==> config.mk <==
export PLATFORM = sky130hd
export DESIGN_NAME = nibble_serial_subtractor
export DESIGN_NICKNAME = d
export VERILOG_FILES = /design/src/rtl/nibble_serial_subtractor_pkg.sv /design/src/rtl/cla_sub_4bit.sv /design/src/rtl/nibble_serial_subtractor.sv
export SDC_FILE = /design/constraint.sdc
export NUM_CORES = 1
export LEC_CHECK = 0
export CAP_MARGIN = 20
export CORE_MARGIN = 5
export CORE_UTILIZATION = 29
export DETAILED_ROUTE_END_ITERATION = 7
export GPL_TIMING_DRIVEN = 0
export PLACE_DENSITY_LB_ADDON = 0.12
export REMOVE_ABC_BUFFERS = 1
export SLEW_MARGIN = 10
export SYNTH_ARGS = -nofsm -noshare
export SYNTH_HDL_FRONTEND = slang
export SYNTH_SLANG_ARGS = --single-unit
==> constraint.sdc <==
create_clock -name clk -period 3.4 [get_ports clk]
set_input_delay 0.68 -clock clk [delete_from_list [all_inputs] [get_ports clk]]
set_output_delay 0.68 -clock clk [all_outputs]
set_load 0.01 [all_outputs]
==> src/rtl/nibble_serial_subtractor_pkg.sv <==
// Shared types and constants for the nibble-serial subtractor.
// Holds the FSM state encoding, the slice width and the default slice count.
package nibble_serial_subtractor_pkg;

  localparam int unsigned NIBBLE_W        = 4;
  localparam int unsigned NIBBLES_DEFAULT = 4;

  typedef enum logic [1:0] {
    StIdle,
    StCalc,
    StDone
  } state_e;

endpackage

==> src/rtl/cla_sub_4bit.sv <==
// Combinational 4-bit subtract slice: d = x + ~y + ~bi, built from lookahead carries.
// The borrow-out is the inverted carry-out of that sum.
module cla_sub_4bit (
  input  logic [3:0] x,
  input  logic [3:0] y,
  input  logic       bi,
  output logic [3:0] d,
  output logic       bo
);

  logic [3:0] g;
  logic [3:0] p;
  logic [4:0] c;

  assign g = x & ~y;
  assign p = x ^ ~y;

  // A borrow-in of 0 is a carry-in of 1 into x + ~y.
  assign c[0] = ~bi;
  assign c[1] = g[0] | (p[0] & c[0]);
  assign c[2] = g[1] | (p[1] & g[0]) | (p[1] & p[0] & c[0]);
  assign c[3] = g[2] | (p[2] & g[1]) | (p[2] & p[1] & g[0]) | (p[2] & p[1] & p[0] & c[0]);
  assign c[4] = g[3] | (p[3] & g[2]) | (p[3] & p[2] & g[1]) | (p[3] & p[2] & p[1] & g[0])
              | (p[3] & p[2] & p[1] & p[0] & c[0]);

  assign d  = p ^ c[3:0];
  assign bo = ~c[4];

endmodule

==> src/rtl/nibble_serial_subtractor.sv <==
// Serial subtractor: computes a - b - bin one nibble per cycle with a single shared slice.
// Valid/ready on both sides; result held in DONE until the consumer accepts it.
module nibble_serial_subtractor
  import nibble_serial_subtractor_pkg::*;
#(
  parameter int unsigned NIBBLES = NIBBLES_DEFAULT
) (
  input  logic                      clk,
  input  logic                      rst,
  input  logic [NIBBLE_W*NIBBLES-1:0] a,
  input  logic [NIBBLE_W*NIBBLES-1:0] b,
  input  logic                      bin,
  input  logic                      in_valid,
  output logic                      in_ready,
  output logic [NIBBLE_W*NIBBLES-1:0] diff,
  output logic                      bout,
  output logic                      ovf,
  output logic                      out_valid,
  input  logic                      out_ready
);

  localparam int unsigned W    = NIBBLE_W * NIBBLES;
  localparam int unsigned CntW = (NIBBLES > 1) ? $clog2(NIBBLES) : 1;
  localparam logic [CntW-1:0] LastCnt = CntW'(NIBBLES - 1);

  state_e state_q, state_d;

  logic [W-1:0]        a_q, a_d;
  logic [W-1:0]        b_q, b_d;
  logic [W-1:0]        diff_q, diff_d;
  logic [CntW-1:0]     cnt_q, cnt_d;
  logic                borrow_q, borrow_d;
  logic                bout_q, bout_d;
  logic                ovf_q, ovf_d;

  logic [31:0]         nib_lsb;
  logic [NIBBLE_W-1:0] nib_x;
  logic [NIBBLE_W-1:0] nib_y;
  logic [NIBBLE_W-1:0] nib_d;
  logic                nib_bo;
  logic                last_nibble;

  assign last_nibble = (cnt_q == LastCnt);
  assign nib_lsb     = 32'(cnt_q) * NIBBLE_W;
  assign nib_x       = a_q[nib_lsb +: NIBBLE_W];
  assign nib_y       = b_q[nib_lsb +: NIBBLE_W];

  cla_sub_4bit u_slice (
    .x  (nib_x),
    .y  (nib_y),
    .bi (borrow_q),
    .d  (nib_d),
    .bo (nib_bo)
  );

  // State register
  always_ff @(posedge clk) begin
    if (rst) begin
      state_q <= StIdle;
    end else begin
      state_q <= state_d;
    end
  end

  // Next-state logic
  always_comb begin
    state_d = state_q;
    unique case (state_q)
      StIdle:  if (in_valid)    state_d = StCalc;
      StCalc:  if (last_nibble) state_d = StDone;
      StDone:  if (out_ready)   state_d = StIdle;
      default: state_d = StIdle;
    endcase
  end

  // Output logic
  always_comb begin
    in_ready  = (state_q == StIdle);
    out_valid = (state_q == StDone);
    diff      = diff_q;
    bout      = bout_q;
    ovf       = ovf_q;
  end

  // Datapath next-state
  always_comb begin
    a_d      = a_q;
    b_d      = b_q;
    diff_d   = diff_q;
    cnt_d    = cnt_q;
    borrow_d = borrow_q;
    bout_d   = bout_q;
    ovf_d    = ovf_q;
    unique case (state_q)
      StIdle: begin
        if (in_valid) begin
          a_d      = a;
          b_d      = b;
          borrow_d = bin;
          cnt_d    = '0;
        end
      end
      StCalc: begin
        diff_d[nib_lsb +: NIBBLE_W] = nib_d;
        borrow_d = nib_bo;
        cnt_d    = cnt_q + 1'b1;
        if (last_nibble) begin
          // The top nibble is being written this cycle, so take its sign from the slice.
          bout_d = nib_bo;
          ovf_d  = (a_q[W-1] != b_q[W-1]) & (nib_d[NIBBLE_W-1] != a_q[W-1]);
        end
      end
      StDone: begin
      end
      default: begin
      end
    endcase
  end

  // Datapath registers
  always_ff @(posedge clk) begin
    if (rst) begin
      a_q      <= '0;
      b_q      <= '0;
      diff_q   <= '0;
      cnt_q    <= '0;
      borrow_q <= 1'b0;
      bout_q   <= 1'b0;
      ovf_q    <= 1'b0;
    end else begin
      a_q      <= a_d;
      b_q      <= b_d;
      diff_q   <= diff_d;
      cnt_q    <= cnt_d;
      borrow_q <= borrow_d;
      bout_q   <= bout_d;
      ovf_q    <= ovf_d;
    end
  end

endmodule

; ---- Yosys cells after proc, flatten, opt, wreduce, memory -nomap -nowiden
; Cells that the tools add are included.
[classes]
n_eq_ne = 8
shifts = 4
mux = 9
bitwise = 33
reduce_logical = 6
n_addsub = 2
[ops]
columns = op, n
row1 = negator 4 -> 34 bit, 1
row2 = variable shift 4 x 34 -> 16 bit (first input constant), 1
row3 = indexed part select 4 x 34 -> 16 bit, 1
row4 = indexed part select 16 x 5 -> 4 bit, 2
row5 = bitwise AND 1 bit, 17
row6 = bitwise mux 16 bit, 1
row7 = bitwise OR 1 bit, 10
row8 = 2-to-1 mux 2 bit, 4
row9 = bitwise XOR 4 bit, 2
row10 = one-hot mux 2 bit (3 select lines), 1
row11 = AND reduction 2 bit, 3
row12 = bitwise AND 4 bit, 1
row13 = equality test 2 bit (second input constant), 2
row14 = inequality test 2 bit (second input constant), 2
row15 = NOT 4 bit, 1
row16 = one-hot mux 2 bit (2 select lines), 1
row17 = AND reduction 3 bit, 1
row18 = adder 2 x 1 -> 2 bit (second input constant), 1
row19 = equality test 2 x 1 -> 1 bit (second input constant), 1
row20 = zero test 2 bit, 1
row21 = inequality test 1 bit, 2
row22 = inequality test 2 x 1 -> 1 bit (second input constant), 1
row23 = NOT 1 bit, 2
row24 = one-hot mux 1 bit (2 select lines), 1
row25 = 2 further kinds, 2
[totals]
inputBits = 37
elab_cells = 70
regBits = 55

; ---- Depth between registers and ports, before layout
[logic_depth]
ltp_word = 10
depth_mapped = 9

; ---- Cells and area by module
; Synthesis repeated with hierarchy kept, for this count alone.
[unflattened]
hier_cells = 277
hier_area_um2 = 2507.4
[by_module_without_submodules]
columns = module, seq_area_each_um2, area_each_um2, n_inst, cells_per_inst
row1 = nibble_serial_subtractor, 1101.1, 2304.7, 1, 253
row2 = cla_sub_4bit, 0.0, 202.7, 1, 24

; ---- Least setup slack after synthesis
; No wires, ideal clock.
[synth_path]
path_type = register to register
startpoint = reg cnt_q[0]
endpoint = reg diff_q[14] (netlist: diff[14])
period_less_slack_ns = 2.627
path_stages_with_launch = 10
required_ns = 3.272
arrival_time_ns = 2.499
path_slack_ns = 0.773
setup_ns = 0.128
path_cell_list = dfxtp_1 -> buf_2 -> mux4_2 -> inv_1 -> ha_1 -> nor2b_4 -> o21ai_0 -> or3b_2 -> a32oi_1 -> nor2_1
[synth_between]
elab_chain_len = 10
elab_cells_between_ends = 25
[synth_lines]
columns = element, line_no
row1 = "start, declared", nibble_serial_subtractor.sv:31  ; logic [CntW-1:0] cnt_q, cnt_d;
row2 = "start signal, assigned", nibble_serial_subtractor.sv:134  ; cnt_q <= cnt_d;
row3 = indexed part select 16 x 5 -> 4 bit, nibble_serial_subtractor.sv:46  ; assign nib_y = b_q[nib_lsb +: NIBBLE_W];
row4 = NOT 4 bit, "cla_sub_4bit.sv:15, cla_sub_4bit.sv:16"
row5 = bitwise XOR 4 bit / bitwise AND 4 bit (equally long branches), "cla_sub_4bit.sv:16, cla_sub_4bit.sv:15"
row6 = bitwise AND 1 bit, cla_sub_4bit.sv:22  ; assign c[3] = g[2] | (p[2] & g[1]) | (p[2] & p[1] & g[0]) | (p[2] & p[1] & p[0] & c[0]);
row7 = bitwise OR 1 bit / bitwise AND 1 bit (equally long branches) (2 in a row), cla_sub_4bit.sv:22
row8 = bitwise OR 1 bit, cla_sub_4bit.sv:22
row9 = bitwise XOR 4 bit, cla_sub_4bit.sv:26  ; assign d = p ^ c[3:0];
row10 = indexed part select 4 x 34 -> 16 bit, nibble_serial_subtractor.sv:104  ; diff_d[nib_lsb +: NIBBLE_W] = nib_d;
row11 = bitwise mux 16 bit (*), nibble_serial_subtractor.sv:104
row12 = "end signal, assigned", nibble_serial_subtractor.sv:133  ; diff_q <= diff_d;
row13 = "end, declared", nibble_serial_subtractor.sv:30  ; logic [W-1:0] diff_q, diff_d;
; Mark *: on every way between the ends. The rest lies on a longest branch, timed or not.
; A chain may end at the register's enable or synchronous reset.

; ---- Final worst setup path
[layout_path]
startpoint = reg cnt_q[0]
endpoint = reg ovf_q (netlist: ovf)
[layout_between]
elab_chain_len = 10
elab_cells_between_ends = 18
[layout_lines]
columns = element, line_no
row1 = indexed part select 16 x 5 -> 4 bit, nibble_serial_subtractor.sv:46
row2 = NOT 4 bit, "cla_sub_4bit.sv:15, cla_sub_4bit.sv:16"
row3 = bitwise XOR 4 bit / bitwise AND 4 bit (equally long branches), "cla_sub_4bit.sv:16, cla_sub_4bit.sv:15"
row4 = bitwise AND 1 bit, cla_sub_4bit.sv:22
row5 = bitwise OR 1 bit / bitwise AND 1 bit (equally long branches) (2 in a row), cla_sub_4bit.sv:22
row6 = bitwise OR 1 bit, cla_sub_4bit.sv:22
row7 = bitwise XOR 4 bit, cla_sub_4bit.sv:26
row8 = inequality test 1 bit, nibble_serial_subtractor.sv:110  ; ovf_d = (a_q[W-1] != b_q[W-1]) & (nib_d[NIBBLE_W-1] != a_q[W-1]);
row9 = bitwise AND 1 bit, nibble_serial_subtractor.sv:110
row10 = "end signal, assigned", nibble_serial_subtractor.sv:137  ; ovf_q <= ovf_d;
row11 = "end, declared", nibble_serial_subtractor.sv:34  ; logic ovf_q, ovf_d;
; Several ways; a longest one is shown, not always the timed one.

==> results.md <==
- Status: complete, no violations
- Final Hold Viols: 0
- Via count: around 2k
- Io pins: 57
- Leak: about 0.0012 µW
- Synth Register Bits: between 50 and 60
- Most frequent cells in the layout: nand2_1 (72), dfxtp_1 (55), clkdlybuf4s50_1 (55)
- Synth warn: 0
- Finished Cell Area: approximately 3200 µm²
- Fin crit period: between 3 and 4 ns
- Sw Share: approximately 28%
- CTS tree: built
- Gate power share: between 20% and 30%
- Core area: between 8000 and 9000 µm²
- Register area share after synthesis: ~44%
- Antenna-violating nets left: 0
- Setup TNS: 0 ns
- IO buf count: between 50 and 60
- Final setup margin: between 0.2 and 0.3 ns
- Avg Cell Area, Syn: approximately 9.1 µm²
- Layout fillers: about 860
- Initial antenna violation count: 0
- CP Capture Type: flip-flop
- Crit Path Category: reg2reg
- Pre-CTS setup slack: approximately 0.24 ns
- Finish-stage setup viols: 0
- Transition time at the pin with the least slew margin: 0.8967 ns
- Synth Instances: 273
- Worst EP required: about 3.6 ns
- Die Width: between 100 and 150 µm
- Global-route usage over all layers: between 10% and 20%
- Peak supply drop: 148.6 µV
- RSZ-0062 raised after global routing: false
- Antenna Cells: 0
- Setup bufs post-CTS: 0
- Die area: about 11000 µm²
- Slew HR: between 40% and 50%
- Final nets: about 370
- Reg2reg setup slack: 0.29 ns
- Fmax: around 0.32 GHz
- GRT overflow: 0
- Num rows: 33
- Int Pwr: 954.9 µW
- Hpwl dp: 4053 µm
- EDFF count, synth: 0
- CP startpoint kind: flip-flop
- Clk buf depth: 2
- Area grow syn2layout: 30.04%
- Residual DRC: 0
- Layout cell share with drive strength beyond 1: about 8.4%
- Period utilization: approximately nine tenths
- Max-slew violation count: 0
- Critical path peak fanout: 14
- Crit path DAT: ~3.3 ns
- Later-pin clock latency in the skew report: approximately 0.30 ns
- Detailed Routing Iterations Pass 1: 4
- Largest net degree at the start of global routing: 34
- Placed cell area: between 3000 and 4000 µm²
- DR WL/cell: 13.22 µm
- Cts bufs inserted: 5
- Die height: between 100 and 150 µm
- H-tree depth: 2
- Ys flop type: dfxtp_1
- Root Buffer: clkbuf_8
- Clock sinks: between 50 and 60
- First-pass GRT wire length: between 9000 and 10000 µm
- CTS resizes: 0
- Netlist cell types: 37
- Vias in the first global route: roughly 1.8k
- DRT iter0 DRCs: 57
- HP Class: reg2reg
- Initial Util: 29.91%
- Clock transition at path regs: 0.09 ns
- Sequential power share: between 50% and 60%
- Clock power frac: between 20% and 30%
- Hold Buf Count CTS: 0
- Final GP Congestion: 0.6680
- Post-Syn Area: 2482 µm²
- Synth async-reset ratio: 0%
- Max Clock Skew: about 0.0058 ns
- Total wire length: 5647 µm
- DR vias/cell: 4.658
- Max cap viols: 0
- Most common cell after layout, fill and taps aside: nand2_1
- P per Cell Area: slightly above 400 nW/µm²
- Switch Pwr: about 370 µW
-- path summary, 6_finish.rpt --
check / endpoint / from / depth (start not counted)
worst min-delay path: b_q[14]$_SDFFE_PP0P_ / b_q[14]$_SDFFE_PP0P_ / 2
worst min register to register: b_q[14]$_SDFFE_PP0P_ / b_q[14]$_SDFFE_PP0P_ / 2
worst max register to register: ovf$_SDFFE_PP0P_ / cnt_q[0]$_SDFFE_PP0P_ / 7
worst max-delay path: ovf$_SDFFE_PP0P_ / cnt_q[0]$_SDFFE_PP0P_ / 7
-- worst max-delay path, stage by stage, from the launching register on --
cell and delay (ns):
dfxtp_1 0.92, mux4_2 0.64, ha_1 0.31, nor2b_4 0.14
o31ai_4 0.37, a221oi_4 0.17, and3b_1 0.19, o31a_1 0.26
-- metal layers --
metal  vias to the layer above  track usage (%)  share of wire [%]  wire length [µm]
met1                       906            15.55                 48              2729
li1                       1034                -                  -                 -
met4                         0            3.330                1.0                57
met2                        42            16.73                 46              2610
met5                         -                0                  0                 0
met3                         7            2.436                4.4               249
-- Yosys cell counts, drive strengths merged, types with 2 or more instances --
cell type  count  area (µm²)
a21oi         40       200.2
a22oi         13       97.59
a32oi          4       35.03
buf            8       41.29
clkbuf         8       30.03
dfxtp         55        1101
ha            10       125.1
inv            8       30.03
mux4           8       180.2
nand2         72       270.3
nand2b         2       12.51
nor2          21       78.83
nor2b          2       20.02
nor4b          3       53.80
or3b           2       17.52
-- flip-flops by register name, indices dropped and copies added (netlist names) --
register / count
a_q: 16
cnt_q: 2
diff: 16
b_q: 16
borrow_q: 1
state_q: 2
ovf: 1
bout: 1
-- per-stage QoR --
step / total power (µW) / util, % / hold WS [ns] / std cells
CTS: 1350 / 38.72 / 0.4587 / 426
global placement: 1006 / 37.39 / 0.4420 / 418
detailed placement: 1014 / 37.84 / 0.4459 / 420
floorplan: 888.9 / - / 0.4271 / 257
finish: 1327 / 38.90 / 0.4547 / 427
global route: 1406 / 38.90 / 0.4769 / 427
-- cells by family after synthesis --
family	share of synthesized area [%]
flip-flops	44.35
multiplexers	7.258
adder cells (fa/ha/maj)	5.847
XOR/XNOR	0.3529
buffers and inverters	4.083
AO/OA/AOI/OAI	17.04
AND/OR/NAND/NOR	21.07
-- power by group through the flow --
| stage | combinational [µW] | sequential [µW] | clock [µW] |
|---|---|---|---|
| floorplan | 177 | 712 | 0 |
| global placement | 289 | 717 | 0 |
| detailed placement | 296 | 717 | 0 |
| CTS | 298 | 702 | 349 |
| global route | 321 | 707 | 377 |
| finish | 295 | 701 | 331 |
-- final cells by class --
class	instances	area, µm²	share of cell area (%)
Multi-Input combinational cell	194	1280	39.65
Inverter	8	30.03	0.9302
Tap cell	105	131.4	4.070
Timing Repair Buffer	59	613.1	18.99
Clock buffer	6	72.57	2.248
Sequential cell	55	1101	34.11
No activity file was read; power rests on OpenSTA's default activity.
